$ cat config.mk
export PLATFORM = sky130hd
export DESIGN_NAME = inst_fetch
export DESIGN_NICKNAME = d
export VERILOG_FILES = /design/src/rtl/inst_fetch_pkg.sv /design/src/rtl/inst_fetch_queue.sv /design/src/rtl/inst_fetch.sv
export SDC_FILE = /design/constraint.sdc
export NUM_CORES = 1
export LEC_CHECK = 0
export CORE_ASPECT_RATIO = 0.9
export CORE_MARGIN = 2
export CORE_UTILIZATION = 45
export CTS_CLUSTER_SIZE = 12
export DETAILED_ROUTE_END_ITERATION = 6
export PLACE_DENSITY = 0.83
export SYNTH_ARGS = -nofsm -noshare
export SYNTH_HDL_FRONTEND = slang
export SYNTH_SLANG_ARGS = --single-unit
$ cat constraint.sdc
create_clock -name clk -period 5.5 [get_ports clk]
set_input_delay 0.825 -clock clk [delete_from_list [all_inputs] [get_ports clk]]
set_output_delay 0.825 -clock clk [all_outputs]
set_load 0.01 [all_outputs]
$ cat src/rtl/inst_fetch_pkg.sv
// Shared definitions for the instruction fetch stage: widths, reset PC,
// NOP encoding and fetch state encodings.
package inst_fetch_pkg;

    localparam int          WORDSIZE         = 32;
    localparam logic [31:0] RESET_PC_DEFAULT = 32'h0000_0000;
    localparam logic [31:0] INST_NOP         = 32'h0000_0013;

    localparam logic [0:0]  FETCH_RUN        = 1'b0;
    localparam logic [0:0]  FETCH_HALT       = 1'b1;

    // Instruction addresses must be word aligned.
    function automatic logic isAligned(input logic [1:0] lowBits);
        return lowBits == 2'b00;
    endfunction

endpackage

$ cat src/rtl/inst_fetch_queue.sv
// Small synchronous FIFO holding {pc, inst} pairs between fetch and decode.
// Flush empties the queue in one cycle; push and pop together on a full queue is legal.
module fetch_queue #(
    parameter int WIDTH = 64,
    parameter int DEPTH = 2
) (
    input  logic             clk,
    input  logic             reset,
    input  logic             flush,
    input  logic             push,
    input  logic             pop,
    input  logic [WIDTH-1:0] wdata,
    output logic [WIDTH-1:0] rdata,
    output logic             full,
    output logic             empty
);

    localparam int PW = $clog2(DEPTH);
    localparam logic [PW:0] FULLCOUNT = (PW + 1)'(DEPTH);

    logic [WIDTH-1:0] mem [DEPTH];
    logic [PW-1:0]    wrPtr;
    logic [PW-1:0]    rdPtr;
    logic [PW:0]      count;
    logic             doPush;
    logic             doPop;

    assign full   = (count == FULLCOUNT);
    assign empty  = (count == '0);
    assign doPush = push & (~full | pop);
    assign doPop  = pop & ~empty;

    // Decode sees zeros rather than stale storage while nothing is queued.
    assign rdata  = empty ? '0 : mem[rdPtr];

    always_ff @(posedge clk or posedge reset) begin
        if (reset) begin
            wrPtr <= '0;
            rdPtr <= '0;
            count <= '0;
        end else if (flush) begin
            wrPtr <= '0;
            rdPtr <= '0;
            count <= '0;
        end else begin
            if (doPush) wrPtr <= wrPtr + 1'b1;
            if (doPop)  rdPtr <= rdPtr + 1'b1;
            count <= count + {{PW{1'b0}}, doPush} - {{PW{1'b0}}, doPop};
        end
    end

    always_ff @(posedge clk) begin
        if (doPush && !flush) mem[wrPtr] <= wdata;
    end

endmodule

$ cat src/rtl/inst_fetch.sv
// Instruction fetch stage: owns the PC, addresses the ROM, queues fetched
// {pc, inst} pairs for decode and handles redirects from execute.
module inst_fetch
    import inst_fetch_pkg::*;
#(
    parameter logic [31:0] RESET_PC = inst_fetch_pkg::RESET_PC_DEFAULT,
    parameter int          QDEPTH   = 2,
    parameter int          WORDSIZE = inst_fetch_pkg::WORDSIZE
) (
    input  logic                clk,
    input  logic                reset,
    output logic [WORDSIZE-1:0] imem_addr,
    input  logic [WORDSIZE-1:0] imem_data,
    input  logic                redirect_valid,
    input  logic [WORDSIZE-1:0] redirect_pc,
    output logic                out_valid,
    output logic [WORDSIZE-1:0] out_inst,
    output logic [WORDSIZE-1:0] out_pc,
    input  logic                out_ready,
    output logic                misalign_err
);

    logic [WORDSIZE-1:0]   pc;
    logic [0:0]            state;
    logic                  isRun;
    logic                  redirectTaken;
    logic                  redirectOk;
    logic                  redirectBad;
    logic                  pop;
    logic                  push;
    logic                  qFull;
    logic                  qEmpty;
    logic [2*WORDSIZE-1:0] qHead;

    assign imem_addr     = pc;
    assign isRun         = (state == FETCH_RUN);
    assign redirectTaken = isRun & redirect_valid;
    assign redirectOk    = redirectTaken & isAligned(redirect_pc[1:0]);
    assign redirectBad   = redirectTaken & ~isAligned(redirect_pc[1:0]);

    // A redirect flushes the queue, so it overrides any same-cycle fetch.
    assign pop           = out_valid & out_ready;
    assign push          = isRun & ~redirectTaken & (~qFull | pop);

    assign out_valid     = ~qEmpty;
    assign out_pc        = qHead[2*WORDSIZE-1:WORDSIZE];
    assign out_inst      = qHead[WORDSIZE-1:0];

    fetch_queue #(
        .WIDTH (2 * WORDSIZE),
        .DEPTH (QDEPTH)
    ) u_queue (
        .clk   (clk),
        .reset (reset),
        .flush (redirectTaken),
        .push  (push),
        .pop   (pop),
        .wdata ({pc, imem_data}),
        .rdata (qHead),
        .full  (qFull),
        .empty (qEmpty)
    );

    // HALT is only left through reset; a misaligned target leaves the PC untouched.
    always_ff @(posedge clk or posedge reset) begin
        if (reset) begin
            pc           <= RESET_PC[WORDSIZE-1:0];
            state        <= FETCH_RUN;
            misalign_err <= 1'b0;
        end else if (redirectOk) begin
            pc <= redirect_pc;
        end else if (redirectBad) begin
            state        <= FETCH_HALT;
            misalign_err <= 1'b1;
        end else if (push) begin
            pc <= pc + WORDSIZE'(4);
        end
    end

endmodule
==> flow_summary_export.csv, run 1 <==
group,metric,value,unit
run,cap_viol_max_count,0,
cts,clockRootBuffer,"clkbuf_16",
global_routing,grt_first_pass_wirelength,23500,um
logic_synthesis,synth_fp_nets,564,
logic_synthesis,async_reset_ff_share,22.4,%
routing,drc,0,
global_routing,grt_max_degree,66,
routing,wire_per_inst,17.6,um
routing,wl,15300,um
sta,max-slew-margin-rel,21.1,%
cts,clock_sinks,165,
logic_synthesis,synth_edf_count,128,
sta,fin_crit,3490,ps
worst_hold_path,hp-class,"reg2reg",
sta,drv_slew,0,
layout,utilization,62.8,%
pwr,peakVddDrop,0.316,mV
global_routing,grt_pass1_vias,4538,
sta,worst_pin_slew,1180,ps
global_routing,top_usage_layer,"met2",
pwr,pwr_density_cell,421,nW/um^2
cts,cts_hold_buf,0,
routing,drtAntennaViolNets,0,
critical_path,end_kind,"output pin",
cts,max-clock-path-buffers,2,
placed_design,place_ws,2330,ps
cts,cts_setup_buffers,0,
sta,fin_skew,9.02,ps
layout,area_growth,35.7,%
routing,viasPerCell,5.21,
logic_synthesis,synth_warnings,0,
critical_path,arrival,2670,ps
placed_design,routabilityCongestion,0.797,
cts,clk_latency,430,ps
routing,drt_iter0_drc,355,
cts,cts_made_buffers,17,
logic_synthesis,syn-cell-area,6850,um^2
placed_design,dpl_cell_area,8710,um^2
sta,fmax,286,MHz
cts,path_clk_slew,70,ps
layout,final_cell_mix,"clkdlybuf4s50_1 (165), edfxtp_1 (128), nor2_1 (70)",
sta,holdWs,515,ps
cts,cts_resized,0,
sta,setup_slack,2010,ps
critical_path,start_kind,"flip-flop",
pwr,power.leakage,3.45,nW
layout,drive_gt1_share,7.01,%
cts,cts-htree-levels,4,
critical_path,cp.required,4680,ps
die,io_pins,166,
critical_path,rr_worst_depth,9,
global_routing,grt_use_met2,32.9,%
critical_path,crit_type,"reg2out",
layout,antennaDiodeCount,0,
logic_synthesis,syn_avg_cell_area,13.9,um^2
sta,fin_setup_tns,0,ps
placed_design,dp_hpwl,9700,um
outcome,status,"finished clean",
global_routing,gr-total-overflow,0,
global_routing,gr-usage-met3,5.89,%
layout,layout_commonest_cell,"clkdlybuf4s50_1",
placed_design,portBuffers,165,
pwr,power,3.92,mW
routing,num_vias,4520,
logic_synthesis,ys_types,36,
sta,period_share,63.5,%
sta,rsz0062_at_grt,"no",
sta,final_hold_viol_count,0,
logic_synthesis,synth_seq_area_share,69.6,%
logic_synthesis,syn_inst,493,
cts,cts_tree,"done",
worst_hold_path,holdPathStages,0,
layout,finalInstanceArea,9300,um^2
routing,first_pass_iters,5,
layout,nets,728,
die,fp.dieH,121,um
die,die_x,134,um
layout,fillCellCount,1073,
layout,layout.cells.non_filler,868,
global_routing,met1_usage,23.0,%
global_routing,antenna_found_initial,0,
die,rows,42,
logic_synthesis,ys_seq_elements,165,
logic_synthesis,ys.flop_type,"edfxtp_1",
die,die_area,16200,um^2
die,start_util,46.3,%
critical_path,critPathMaxFanout,65,
sta,setup_violations,0,
global_routing,grt.total_usage,19.3,%
placed_design,dp_cells,836,
die,core_area,14800,um^2
==> flip-flops by register name, summed over array words and instances, names as in the netlist <==
signal and cells:
imem_addr 32, state 1, u_queue.count 2, u_queue.mem 128
u_queue.rdPtr 1, u_queue.wrPtr 1
==> metal layers <==
metal  routed length (um)  part of all wire, %
met5                    0                    0
met2                 7480                   49
met1                 6330                   41
met3                 1100                  7.2
met4                  337                  2.2
==> cells in the mapped netlist (all sizes together), types with 4 or more instances <==
cell type	n	share of area, %
xor2	26	3.3
mux2i	65	9.5
and2	10	0.91
inv	5	0.27
nand2	34	2.0
nand4	16	1.5
and3	5	0.46
buf	11	0.82
edfxtp	128	56
xnor2	4	0.51
clkbuf	13	0.71
nand3	14	1.1
nor2	72	4.0
o21ai	29	2.1
dfrtp	37	14
==> worst paths after layout <==
check	startpoint	to	slack (ps)
worst max-delay path	u_queue.rdPtr$_DFFE_PP0P_	out_pc[16]	2010
worst min-delay path	imem_addr[0]$_DFFE_PP0P_	u_queue.mem[1][32]$_DFFE_PP_	520
worst max register to register	u_queue.count[0]$_DFF_PP0_	u_queue.count[1]$_DFF_PP0_	2880
worst min register to register	imem_addr[0]$_DFFE_PP0P_	u_queue.mem[1][32]$_DFFE_PP_	520
max in group asynchronous	reset	u_queue.rdPtr$_DFFE_PP0P_	4290
min in group asynchronous	reset	imem_addr[30]$_DFFE_PP0P_	820
==> worst max-delay path, stage by stage, from the launching register on <==
cell and delay [ps]:
dfrtp_4 1180, mux2i_1 170, nor2_1 210, clkdlybuf4s50_1 570
==> where the power goes <==
group / leakage [nW] / switching, mW / internal (mW) / total, mW
Sequential: 1.64 / 0.189 / 1.39 / 1.58
Clock: 0.286 / 0.510 / 0.683 / 1.19
Combinational: 1.52 / 0.465 / 0.680 / 1.15
Total: 3.45 / 1.16 / 2.76 / 3.92
==> cell families after synthesis <==
| logic type | synth area share [%] |
|---|---|
| buf+inv | 1.81 |
| xor+xnor | 3.83 |
| fa+ha+maj | 0.548 |
| flops | 69.6 |
| compound gates | 2.50 |
| mux | 9.49 |
| simple gates | 12.2 |
==> area by class of cell <==
type                    instances  area [um^2]  share of cell area, %
flip-flops and latches        165         4770                   51.3
clock inverters                14          165                   1.78
clock buffers                  18          429                   4.61
repair buffers                169         1680                   18.1
inverters                       5         18.8                  0.202
well taps                     198          248                   2.66
multi-input cells             299         1990                   21.4
Note: power is estimated with default switching activity, not from simulation.
==> run 2: changes to the inputs <==
==> constraint.sdc (replaced) <==
create_clock -name clk -period 3.18 [get_ports clk]
set_input_delay 0.477 -clock clk [delete_from_list [all_inputs] [get_ports clk]]
set_output_delay 0.477 -clock clk [all_outputs]
set_load 0.01 [all_outputs]
==> run 2 against run 1 <==
Effect of this change:
- register-to-register slack got worse by 2100 ps
- sequential power is 66% higher
- wire length up 1.4%
- worst hold slack worse by 120 ps
- worst setup slack lost 1800 ps
- critical path depth up 1
- clock skew down 3.0 ps
- final cell count increased by 0.69%
- non-clock buffer count increased by 6
- design area is 1.5% higher
==> flow_summary_export.csv, run 2 (same netlist as run 1, synthesis figures left out) <==
group,metric,value,unit
sta,holdWs,392,ps
layout,fillCellCount,1081,
critical_path,start_kind,"flip-flop",
cts,clockRootBuffer,"clkbuf_16",
routing,first_pass_iters,5,
outcome,status,"finished clean",
sta,final_hold_viol_count,0,
pwr,power.leakage,3.52,nW
critical_path,arrival,2460,ps
sta,fmax,340,MHz
die,start_util,46.3,%
sta,drv_slew,0,
cts,cts_tree,"done",
die,die_x,134,um
routing,drc,0,
routing,drt_iter0_drc,369,
sta,setup_violations,0,
cts,cts_resized,0,
placed_design,dp_hpwl,10600,um
layout,nets,734,
cts,cts_hold_buf,0,
layout,multi_input_area,1990,um^2
critical_path,critPathMaxFanout,37,
layout,drive_gt1_share,8.14,%
die,die_area,16200,um^2
die,core_area,14800,um^2
global_routing,grt_pass1_vias,4611,
pwr,peakVddDrop,0.378,mV
sta,fin_setup_tns,0,ps
critical_path,crit_type,"reg2out",
sta,rsz0062_at_grt,"no",
layout,final_cell_mix,"clkdlybuf4s50_1 (165), edfxtp_1 (128), nor2_1 (70)",
die,rows,42,
cts,clk_latency,420,ps
layout,area_growth,37.8,%
die,fp.dieH,121,um
routing,drtAntennaViolNets,0,
critical_path,end_kind,"output pin",
layout,largest_register,"u_queue.mem",
run,cap_viol_max_count,0,
global_routing,grt_first_pass_wirelength,24400,um
global_routing,grt_max_degree,56,
sta,worst_pin_slew,743,ps
routing,wire_per_inst,17.7,um
layout,antennaDiodeCount,0,
global_routing,gr-total-overflow,0,
cts,cts-htree-levels,4,
layout,largest_reg_flops,128,
placed_design,routabilityCongestion,0.818,
cts,path_clk_slew,60,ps
placed_design,portBuffers,165,
cts,clock_sinks,165,
placed_design,place_ws,627,ps
layout,layout_commonest_cell,"clkdlybuf4s50_1",
global_routing,grt.total_usage,19.8,%
worst_hold_path,hp-class,"in2async",
sta,fin_skew,6.02,ps
die,io_pins,166,
routing,wl,15500,um
sta,fin_crit,2940,ps
pwr,pwr_density_cell,741,nW/um^2
cts,cts_setup_buffers,0,
layout,regArea,4770,um^2
global_routing,antenna_found_initial,0,
critical_path,cp.required,2700,ps
routing,viasPerCell,5.19,
sta,max-slew-margin-rel,50.1,%
cts,cts_made_buffers,17,
cts,max-clock-path-buffers,2,
sta,period_share,92.4,%
routing,num_vias,4534,
sta,setup_slack,243,ps
[run 2: final timing paths]
check,endpoint,slack [ps],cells past startpoint,startpoint
setup / recovery,out_pc[18],240,4,u_queue.rdPtr$_DFFE_PP0P_
hold / removal,state$_DFFE_PP0P_,390,2,reset
setup reg to reg,imem_addr[26]$_DFFE_PP0P_,820,6,imem_addr[2]$_DFFE_PP0P_
hold reg to reg,u_queue.mem[0][33]$_DFFE_PP_,500,0,imem_addr[1]$_DFFE_PP0P_
max in group asynchronous,imem_addr[15]$_DFFE_PP0P_,2060,3,reset
min in group clk,u_queue.mem[0][33]$_DFFE_PP_,500,0,imem_addr[1]$_DFFE_PP0P_
[run 2: report_power, final]
part / internal (mW) / switching (mW)
registers: 2.41 / 0.219
logic: 1.19 / 0.952
clock network: 1.40 / 0.828
[run 2: per-stage QoR]
step,power (mW),instances,utilization (%),cell area (um^2)
floorplan,3.63,493,-,6870
global placement,4.77,842,59.3,8790
detailed placement,4.83,842,59.3,8790
CTS,7.06,874,63.7,9450
global route,7.31,874,63.7,9450
finish,7.00,874,63.7,9450
[run 2: layout make-up]
| type | count | share of cell area, % |
|---|---|---|
| clock inverter | 15 | 2.41 |
| clock buffer | 17 | 4.50 |
| inverter | 5 | 0.199 |
| multi-input combinational | 299 | 21.0 |
| timing repair buffer | 175 | 18.7 |
| sequential | 165 | 50.5 |
| tap | 198 | 2.62 |
[run 2: critical path, cell delays in order (launching register included)]
cell and delay, ps:
dfrtp_4 800, buf_12 350, mux2i_1 120, nor2_1 180, clkdlybuf4s50_1 570
[run 2: layer usage]
layer  track usage, %  vias up  wire (um)
met5                0        -          0
met3             3.84       28        808
met4             7.89        0        317
li1                 -     2129          -
met2             32.2      163       7570
met1             26.5     2214       6780
